File: config.mk
export PLATFORM = sky130hd
export DESIGN_NAME = mcpu_fetch_flat
export DESIGN_NICKNAME = d
export VERILOG_FILES = /design/src/rtl/mcpu_fetch_if.sv /design/src/rtl/mcpu_fetch.sv /design/src/flat_wrapper.sv
export SDC_FILE = /design/constraint.sdc
export NUM_CORES = 1
export LEC_CHECK = 0
export CAP_MARGIN = 20
export CORE_MARGIN = 1
export CORE_UTILIZATION = 35
export DETAILED_ROUTE_END_ITERATION = 8
export HOLD_SLACK_MARGIN = 0.08
export REMOVE_ABC_BUFFERS = 1
export SETUP_SLACK_MARGIN = 0.05
export SLEW_MARGIN = 40
export SYNTH_ARGS = -nofsm -noshare
export SYNTH_HDL_FRONTEND = slang
export SYNTH_SLANG_ARGS = --single-unit
export TNS_END_PERCENT = 20
File: constraint.sdc
create_clock -name clk -period 3.9 [get_ports clk]
set_clock_uncertainty 0.1 [all_clocks]
set_input_delay 1.17 -clock clk [delete_from_list [all_inputs] [get_ports clk]]
set_output_delay 1.17 -clock clk [all_outputs]
set_load 0.01 [all_outputs]
File: src/rtl/mcpu_fetch_if.sv
// mcpu_fetch_if: ROM fetch ports plus decoder-side queue view of the prefetch unit
interface mcpu_fetch_if #(
    parameter int IROM_ADDR_BITS = 14,
    parameter int DEPTH          = 4
);
    logic [IROM_ADDR_BITS-1:0]  irom_addr0;
    logic [IROM_ADDR_BITS-1:0]  irom_addr1;
    logic [7:0]                 irom_out0;
    logic [7:0]                 irom_out1;
    logic                       jump_en;
    logic [IROM_ADDR_BITS-1:0]  jump_addr;
    logic [1:0]                 consume;
    logic [$clog2(DEPTH+1)-1:0] avail;
    logic [7:0]                 head0;
    logic [7:0]                 head1;
    logic [IROM_ADDR_BITS-1:0]  head_pc;
    modport master (
        output irom_addr0, irom_addr1, avail, head0, head1, head_pc,
        input  irom_out0, irom_out1, jump_en, jump_addr, consume
    );
    modport slave (
        input  irom_addr0, irom_addr1, avail, head0, head1, head_pc,
        output irom_out0, irom_out1, jump_en, jump_addr, consume
    );
endinterface

File: src/rtl/mcpu_fetch.sv
// mcpu_fetch: two-byte-per-cycle instruction prefetch FIFO between the dual-port ROM and the decoder
module mcpu_fetch #(
    parameter int IROM_ADDR_BITS = 14,
    parameter int DEPTH          = 4
) (
    input logic          clk,
    input logic          reset,
    mcpu_fetch_if.master bus
);
    localparam int AW = IROM_ADDR_BITS;
    localparam int PW = $clog2(DEPTH);
    localparam int CW = $clog2(DEPTH + 1);

    logic [AW-1:0] r_fetch_pc;
    logic [AW-1:0] r_head_pc;
    logic [PW-1:0] r_rd_ptr;
    logic [PW-1:0] r_wr_ptr;
    logic [CW-1:0] r_count;
    logic [7:0]    r_mem [DEPTH];

    logic [CW-1:0] w_free;
    logic          w_wr2;
    logic [CW-1:0] w_nwr;
    logic [CW-1:0] w_cons;
    logic [CW-1:0] w_c;

    // Write sizing uses the pre-pop count so the ROM path never depends on consume
    always_comb begin
        w_free = CW'(DEPTH) - r_count;
        w_wr2  = w_free >= CW'(2);
        w_nwr  = w_wr2 ? CW'(2) : w_free;
        w_cons = CW'(bus.consume);
        w_c    = (bus.consume != 2'd3 && w_cons <= r_count) ? w_cons : '0;
    end

    assign bus.irom_addr0 = r_fetch_pc;
    assign bus.irom_addr1 = r_fetch_pc + AW'(1);
    assign bus.avail      = r_count;
    assign bus.head_pc    = r_head_pc;
    assign bus.head0      = (r_count != '0) ? r_mem[r_rd_ptr] : 8'h00;
    assign bus.head1      = (r_count >= CW'(2)) ? r_mem[r_rd_ptr + PW'(1)] : 8'h00;

    always_ff @(posedge clk) begin
        if (reset) begin
            r_fetch_pc <= '0;
            r_head_pc  <= '0;
            r_rd_ptr   <= '0;
            r_wr_ptr   <= '0;
            r_count    <= '0;
            for (int i = 0; i < DEPTH; i++) r_mem[i] <= 8'h00;
        end else if (bus.jump_en) begin
            r_count    <= '0;
            r_rd_ptr   <= r_wr_ptr;
            r_fetch_pc <= bus.jump_addr;
            r_head_pc  <= bus.jump_addr;
        end else begin
            if (w_nwr != '0) r_mem[r_wr_ptr] <= bus.irom_out0;
            if (w_wr2) r_mem[r_wr_ptr + PW'(1)] <= bus.irom_out1;
            r_wr_ptr   <= r_wr_ptr + PW'(w_nwr);
            r_fetch_pc <= r_fetch_pc + AW'(w_nwr);
            r_rd_ptr   <= r_rd_ptr + PW'(w_c);
            r_head_pc  <= r_head_pc + AW'(w_c);
            r_count    <= r_count + w_nwr - w_c;
        end
    end
endmodule

File: src/flat_wrapper.sv
// flat-port wrapper written by rule: the top's interface ports become plain ports
module mcpu_fetch_flat 
#(
    parameter int IROM_ADDR_BITS = 14,
    parameter int DEPTH          = 4
)
  (clk, reset, bus_irom_addr0, bus_irom_addr1, bus_avail, bus_head0, bus_head1, bus_head_pc, bus_irom_out0, bus_irom_out1, bus_jump_en, bus_jump_addr, bus_consume);
  mcpu_fetch_if #(.IROM_ADDR_BITS(IROM_ADDR_BITS), .DEPTH(DEPTH)) bus_i ();
  input logic clk;
  input logic reset;
  output wire logic [$bits(bus_i.irom_addr0)-1:0] bus_irom_addr0;
  output wire logic [$bits(bus_i.irom_addr1)-1:0] bus_irom_addr1;
  output wire logic [$bits(bus_i.avail)-1:0] bus_avail;
  output wire logic [$bits(bus_i.head0)-1:0] bus_head0;
  output wire logic [$bits(bus_i.head1)-1:0] bus_head1;
  output wire logic [$bits(bus_i.head_pc)-1:0] bus_head_pc;
  input wire logic [$bits(bus_i.irom_out0)-1:0] bus_irom_out0;
  input wire logic [$bits(bus_i.irom_out1)-1:0] bus_irom_out1;
  input wire logic [$bits(bus_i.jump_en)-1:0] bus_jump_en;
  input wire logic [$bits(bus_i.jump_addr)-1:0] bus_jump_addr;
  input wire logic [$bits(bus_i.consume)-1:0] bus_consume;
  assign bus_irom_addr0 = bus_i.irom_addr0;
  assign bus_irom_addr1 = bus_i.irom_addr1;
  assign bus_avail = bus_i.avail;
  assign bus_head0 = bus_i.head0;
  assign bus_head1 = bus_i.head1;
  assign bus_head_pc = bus_i.head_pc;
  assign bus_i.irom_out0 = bus_irom_out0;
  assign bus_i.irom_out1 = bus_irom_out1;
  assign bus_i.jump_en = bus_jump_en;
  assign bus_i.jump_addr = bus_jump_addr;
  assign bus_i.consume = bus_consume;
  mcpu_fetch #(.IROM_ADDR_BITS(IROM_ADDR_BITS), .DEPTH(DEPTH)) u_core (.clk(clk), .reset(reset), .bus(bus_i));
endmodule
### After elaboration in Yosys (flattened, before gate mapping)

Memories as Yosys holds them, arrays and structs flattened. A register that Yosys moved wholly into a read port is not among the register bits.
Index checks and enable logic that the tools add are counted.

* bits in registers: 35
* latch bits: 0
* memory bits (writable): 32
* bits in read-only memories: 0
* input bits: 35
* output and inout port bits: 61
* memories kept: 1

Memory list
* u_core.r_mem: words 4, bits a word 8, rd ports 2, clocked after memory_dff 1, wr ports 4, RTL line mcpu_fetch.sv:19 `logic [7:0] r_mem [DEPTH];`

* add/subtract/negate cells: 10
* multiply operators: 0
* divide/modulo/power cells: 0
* order comparisons: 3
* equality and inequality tests: 1
* shifts and indexed selects: 0
* mux-type cells: 24
* bitwise operators: 0
* reductions and logical operators: 6

Operators with widths (number)
* 8-bit 2-to-1 mux: 4
* 14-bit by 3-bit adder with 14-bit output: 2
* 14-bit 2-to-1 mux: 2
* 8-bit OR reduction: 2
* 14-bit by 1-bit adder with 14-bit output (second input constant): 1
* 1-bit 2-to-1 mux: 12
* 2-bit 2-to-1 mux: 5
* 3-bit by 2-bit >= comparator with 1-bit output (second input constant): 2
* 3-bit nonzero test: 2
* 2-bit by 1-bit adder with 2-bit output (second input constant): 2
* 2-bit adder: 2
* 3-bit adder: 1
* 2-bit by 3-bit <= comparator with 1-bit output: 1
* 3-bit 2-to-1 mux: 1
* 3-bit subtractor: 1
* 3-bit subtractor (first input constant): 1
* 2-bit inequality test (second input constant): 1
* 2-bit OR reduction: 1
* 1-bit logical AND: 1

### Depth between registers and ports, before layout

* depth after elaboration: 10
* depth in mapped cells: 12

### Worst setup path after synthesis

OpenSTA, ideal clock, no wires.

* kind: input-to-reg
* from: input bus_consume[1]
* to: register u_core.r_head_pc[6], in the netlist u_core.bus.head_pc[6]
* data arrival time: 3.483 ns
* setup slack: 0.202 ns
* cell stages on the path: 11
* cell sequence: ha_1 > nor2b_1 > o21ai_0 > nor3b_1 > ha_1 > inv_1 > fa_1 > and4b_1 > nand2_1 > xnor2_1 > o21a_1

* longest elaborated chain between the ends: 5
* elaborated cells between the ends (all ways): 6
* classes of those cells: 1 x add/sub; 1 x order compare; 1 x eq/ne; 2 x mux; 1 x reduce/logical

RTL lines
* start, declared: RTL line flat_wrapper.sv:21 `input wire logic [$bits(bus_i.consume)-1:0] bus_consume;`
* 2-bit by 3-bit <= comparator with 1-bit output / 2-bit inequality test (equally long branches): RTL line mcpu_fetch.sv:33 `w_c = (bus.consume != 2'd3 && w_cons <= r_count) ? w_cons : '0;`
* 1-bit logical AND: RTL line mcpu_fetch.sv:33
* 2-bit 2-to-1 mux *: RTL line mcpu_fetch.sv:33
* 14-bit by 3-bit adder with 14-bit output *: RTL line mcpu_fetch.sv:62 `r_head_pc <= r_head_pc + AW'(w_c);`
* 14-bit 2-to-1 mux *: RTL line mcpu_fetch.sv:51 `end else if (bus.jump_en) begin`
* end signal, assigned: RTL line mcpu_fetch.sv:55 `r_head_pc <= bus.jump_addr;`
* end signal, assigned: RTL line mcpu_fetch.sv:62
* end, declared: RTL line mcpu_fetch.sv:15 `logic [AW-1:0] r_head_pc;`

Every way passes the cells marked *; elsewhere a longest branch is shown, timed or not.
A chain may end at the register's enable or synchronous reset.

### Final worst setup path

* from: input bus_consume[1]
* to: register u_core.r_head_pc[12], in the netlist u_core.bus.head_pc[12]

The elaborated chain is that of the path after synthesis.

==> metrics.md <==
| Metric | Value |
|---|---|
| Run status | `finished, final reports clean` |
| Clock power share | `32.0%` |
| Compound-Gate Fraction of Synth Area | `13.2%` |
| Worst-path cell chain | `clkdlybuf4s50_1, ha_4, nor2b_1, o21ai_2, nor3b_4, ha_2, inv_1, fa_1, and4b_2, nand4_1, xor2_1, o21ai_0` |
| Total GRT Usage | `19.5%` |
| Top cell type's share of synthesized area | `23.5%` |
| Post-Syn Instances | `410` |
| CTS Buf Count | `9` |
| Tot Pwr | `2.64 mW` |
| Prevailing post-synth register cell | `dfxtp_1` |
| Register area share after synthesis | `40.6%` |
| Post-synthesis adder-cell area fraction | `6.55%` |
| Post-DRT Antenna Nets | `0` |
| RSZ-0062 raised after global routing | `yes` |
| Leak Pwr | `2.04 nW` |
| Vias per Instance | `5.29` |
| Inserted Diodes | `0` |
| CP Launch Point | `bus_consume[1]` |
| Drc violations | `0` |
| Maximum vdd drop | `0.249 mV` |
| Period utilisation layout | `96.6%` |
| Post-CTS Hold Buffers | `0` |
| Crit path kind | `input port to register` |
| Mux share of post-synthesis cell area | `9.31%` |
| CP endpoint kind | `register` |
| Initial antenna violation count | `0` |
| Synth cell types | `55` |
| Hold Fails Final Rpt | `0` |
| Syn Area/Cell | `9.97 µm²` |
| Combinational Power Share | `33.2%` |
| GPL Wtd Cong | `0.852` |
| Die area | `12100 µm²` |
| # Max-Cap Violations | `0` |
| Worst Tran Pin Value | `0.738 ns` |
| Top post-synthesis cells by count | `nand2_1, dfxtp_1, edfxtp_1` |
| RR Startpoint | `u_core.bus.avail[0]` |
| Fin Setup TNS | `0 ns` |
| Yosys warns | `0` |
| H-tree lvl count | `3` |
| Worst-path maximum fanout | `5` |
| Nets | `564` |
| CP Data Arrival Time | `3.92 ns` |
| Crit path required time | `4.06 ns` |
| Minimum clock period | `3.77 ns` |
| Min-Delay Startpoint | `u_core.bus.irom_addr0[13]` |
| Core Util, Final | `48.9%` |
| Initial Utilization | `35.8%` |
| Slowest cell on crit path | `clkdlybuf4s50_1` |
| Final setup vio count | `0` |
| Core area | `11400 µm²` |
| Clock Tree Buf Depth | `2` |
| Post-synth EDFFs | `32` |
| First-pass GRT wire length | `17.8 mm` |
| DRT Wirelength | `11.2 mm` |
| Vias in the first global route | `3574` |
| Post-synthesis simple-gate area fraction | `18.1%` |
| CP max stage delay | `0.54 ns` |
| Cells taking the most area after synthesis | `edfxtp_1, dfxtp_1, mux4_2` |
| DP HPWL | `8.05 mm` |
| Drt pass-1 iters | `6` |
| First DRT Iteration DRCs | `140` |
| Internal power | `1.79 mW` |
| Hold/Removal Path Class | `register to register` |
| Switching power of the nets | `0.854 mW` |
| Most frequent cell after synthesis | `nand2_1` |
| CTS Sinks | `67` |
| Async S/R FF share, synth | `0%` |
| Root buffer cell | `clkbuf_16` |
| WL per Instance | `17.1 µm` |
| Largest family of logic cells by synthesized area | `simple AND/OR/NAND/NOR gates` |
| Sw frac | `32.3%` |
| Synth Cell Area | `4090 µm²` |
| Slew Viols, Final | `0` |
| Synth area leader | `edfxtp_1` |
| Die height | `110 µm` |
| Die W | `110 µm` |
| Largest net degree at the start of global routing | `32` |
| Slew HR | `50.8%` |
| Overflow left after global routing | `0` |
| # IOs | `96` |
| Seq cells post-synth | `67` |
| Xor/xnor share of the synthesized area | `7.93%` |
| CTS tree | `done` |
| Area Overhead vs Synth | `36.6%` |
| Fmax | `265 MHz` |
| Row cnt | `39` |
| CP Launch Type | `input port` |
| Clk_lat worst skew | `0.33 ns` |
| Filler cells | `1086` |
| Vias | `3478` |
| Sequential Power Share | `34.8%` |
| Clk slew on worst S/H paths | `0.06 ns` |
| Pwr Density | `473 nW/µm²` |
| Layout cells sized above 1 | `12.6%` |
| Port buffer count | `95` |
[path summary, 6_finish.rpt]
path	to	slack [ns]	cells after the start
max	u_core.bus.head_pc[12]	0.13	12
min	u_core.bus.irom_addr0[13]	0.46	2
max reg2reg	u_core.bus.irom_addr0[13]	0.67	10
min reg2reg	u_core.bus.irom_addr0[13]	0.46	2
[per-layer routing]
layer / GRT usage (%) / share of wire (%)
met1: 23.5 / 43
met4: 8.57 / 1.8
met3: 4.47 / 7.5
met2: 33.1 / 48
met5: 0 / 0
[final cells by class]
cell class                      count  area [µm²]  area share (%)
Multi-Input combinational cell    303        2290            41.1
Clock buffer                        9         225            4.03
Tap cell                          143         179            3.20
Timing Repair Buffer              111        1070            19.2
Clock inverter                      7        82.6            1.48
Sequential cell                    67        1660            29.8
Inverter                           18        70.1            1.26
[worst max-delay path: cells and delay by family]
family | cells | cell delay, ns
buffers and inverters | 2 | 0.60
XOR/XNOR | 1 | 0.16
AND/OR/NAND/NOR | 4 | 0.86
AO/OA/AOI/OAI | 2 | 0.33
adder cells (fa/ha/maj) | 3 | 0.83
[logic make-up (layout without fill, tap and decap cells)]
kind of cell             count (synthesis)  in the layout
AO/OA/AOI/OAI                           88             88
buffers and inverters                   40            145
AND/OR/NAND/NOR                        140            140
multiplexers                            18             18
XOR/XNOR                                37             37
flip-flops                              67             67
adder cells (fa/ha/maj)                 19             19
other                                    1              1
[power by group through the flow]
| stage | combinational [mW] | sequential, mW | clock (mW) |
|---|---|---|---|
| finish | 0.876 | 0.920 | 0.846 |
| global route | 0.962 | 0.932 | 0.888 |
| CTS | 0.864 | 0.920 | 0.853 |
| detailed placement | 0.858 | 0.934 | 0 |
| global placement | 0.843 | 0.928 | 0 |
| floorplan | 0.483 | 0.934 | 0 |
[placed cells by master, fill, tap and decap left out, types with 2 or more instances in the layout]
cell type,instances
dfxtp_1,35
a21oi_2,2
buf_4,16
nand3_1,9
inv_1,17
o22ai_1,24
clkbuf_16,9
mux2i_1,2
mux4_2,16
edfxtp_1,32
nor2_1,26
a211oi_1,2
o21a_1,9
o21ai_0,21
nor2b_1,18
and4_1,2
clkinvlp_4,2
nor3_1,6
nand2b_1,9
clkdlybuf4s50_1,95
ha_1,13
o21ai_1,2
and2_1,3
a21oi_1,18
fa_1,4
xor2_1,20
xnor2_1,17
inv_6,3
nand2_1,44
nand4_1,7
[registers in the layout, summed over array words and instances (netlist names)]
signal / count
u_core.bus.avail: 3
u_core.bus.head_pc: 14
u_core.bus.irom_addr0: 14
u_core.r_mem: 32
u_core.r_rd_ptr: 2
u_core.r_wr_ptr: 2
[through the flow]
stage	instances	hold WS (ns)	worst slack, ns	instance area (µm²)
after floorplan	388	0.431	0.202	3990
after global placement	641	0.440	-0.296	5230
after detailed placement	641	0.450	-0.395	5230
after CTS	657	0.463	0.0676	5540
after global routing	658	0.493	-0.0108	5580
final	658	0.460	0.131	5580
[timing repair]
action	in CTS	in global routing
setup endpoints to repair	4	5
pin swaps	0	3
setup buffers	0	1
gates resized for setup	1	8
No activity file was read; power rests on OpenSTA's default activity.
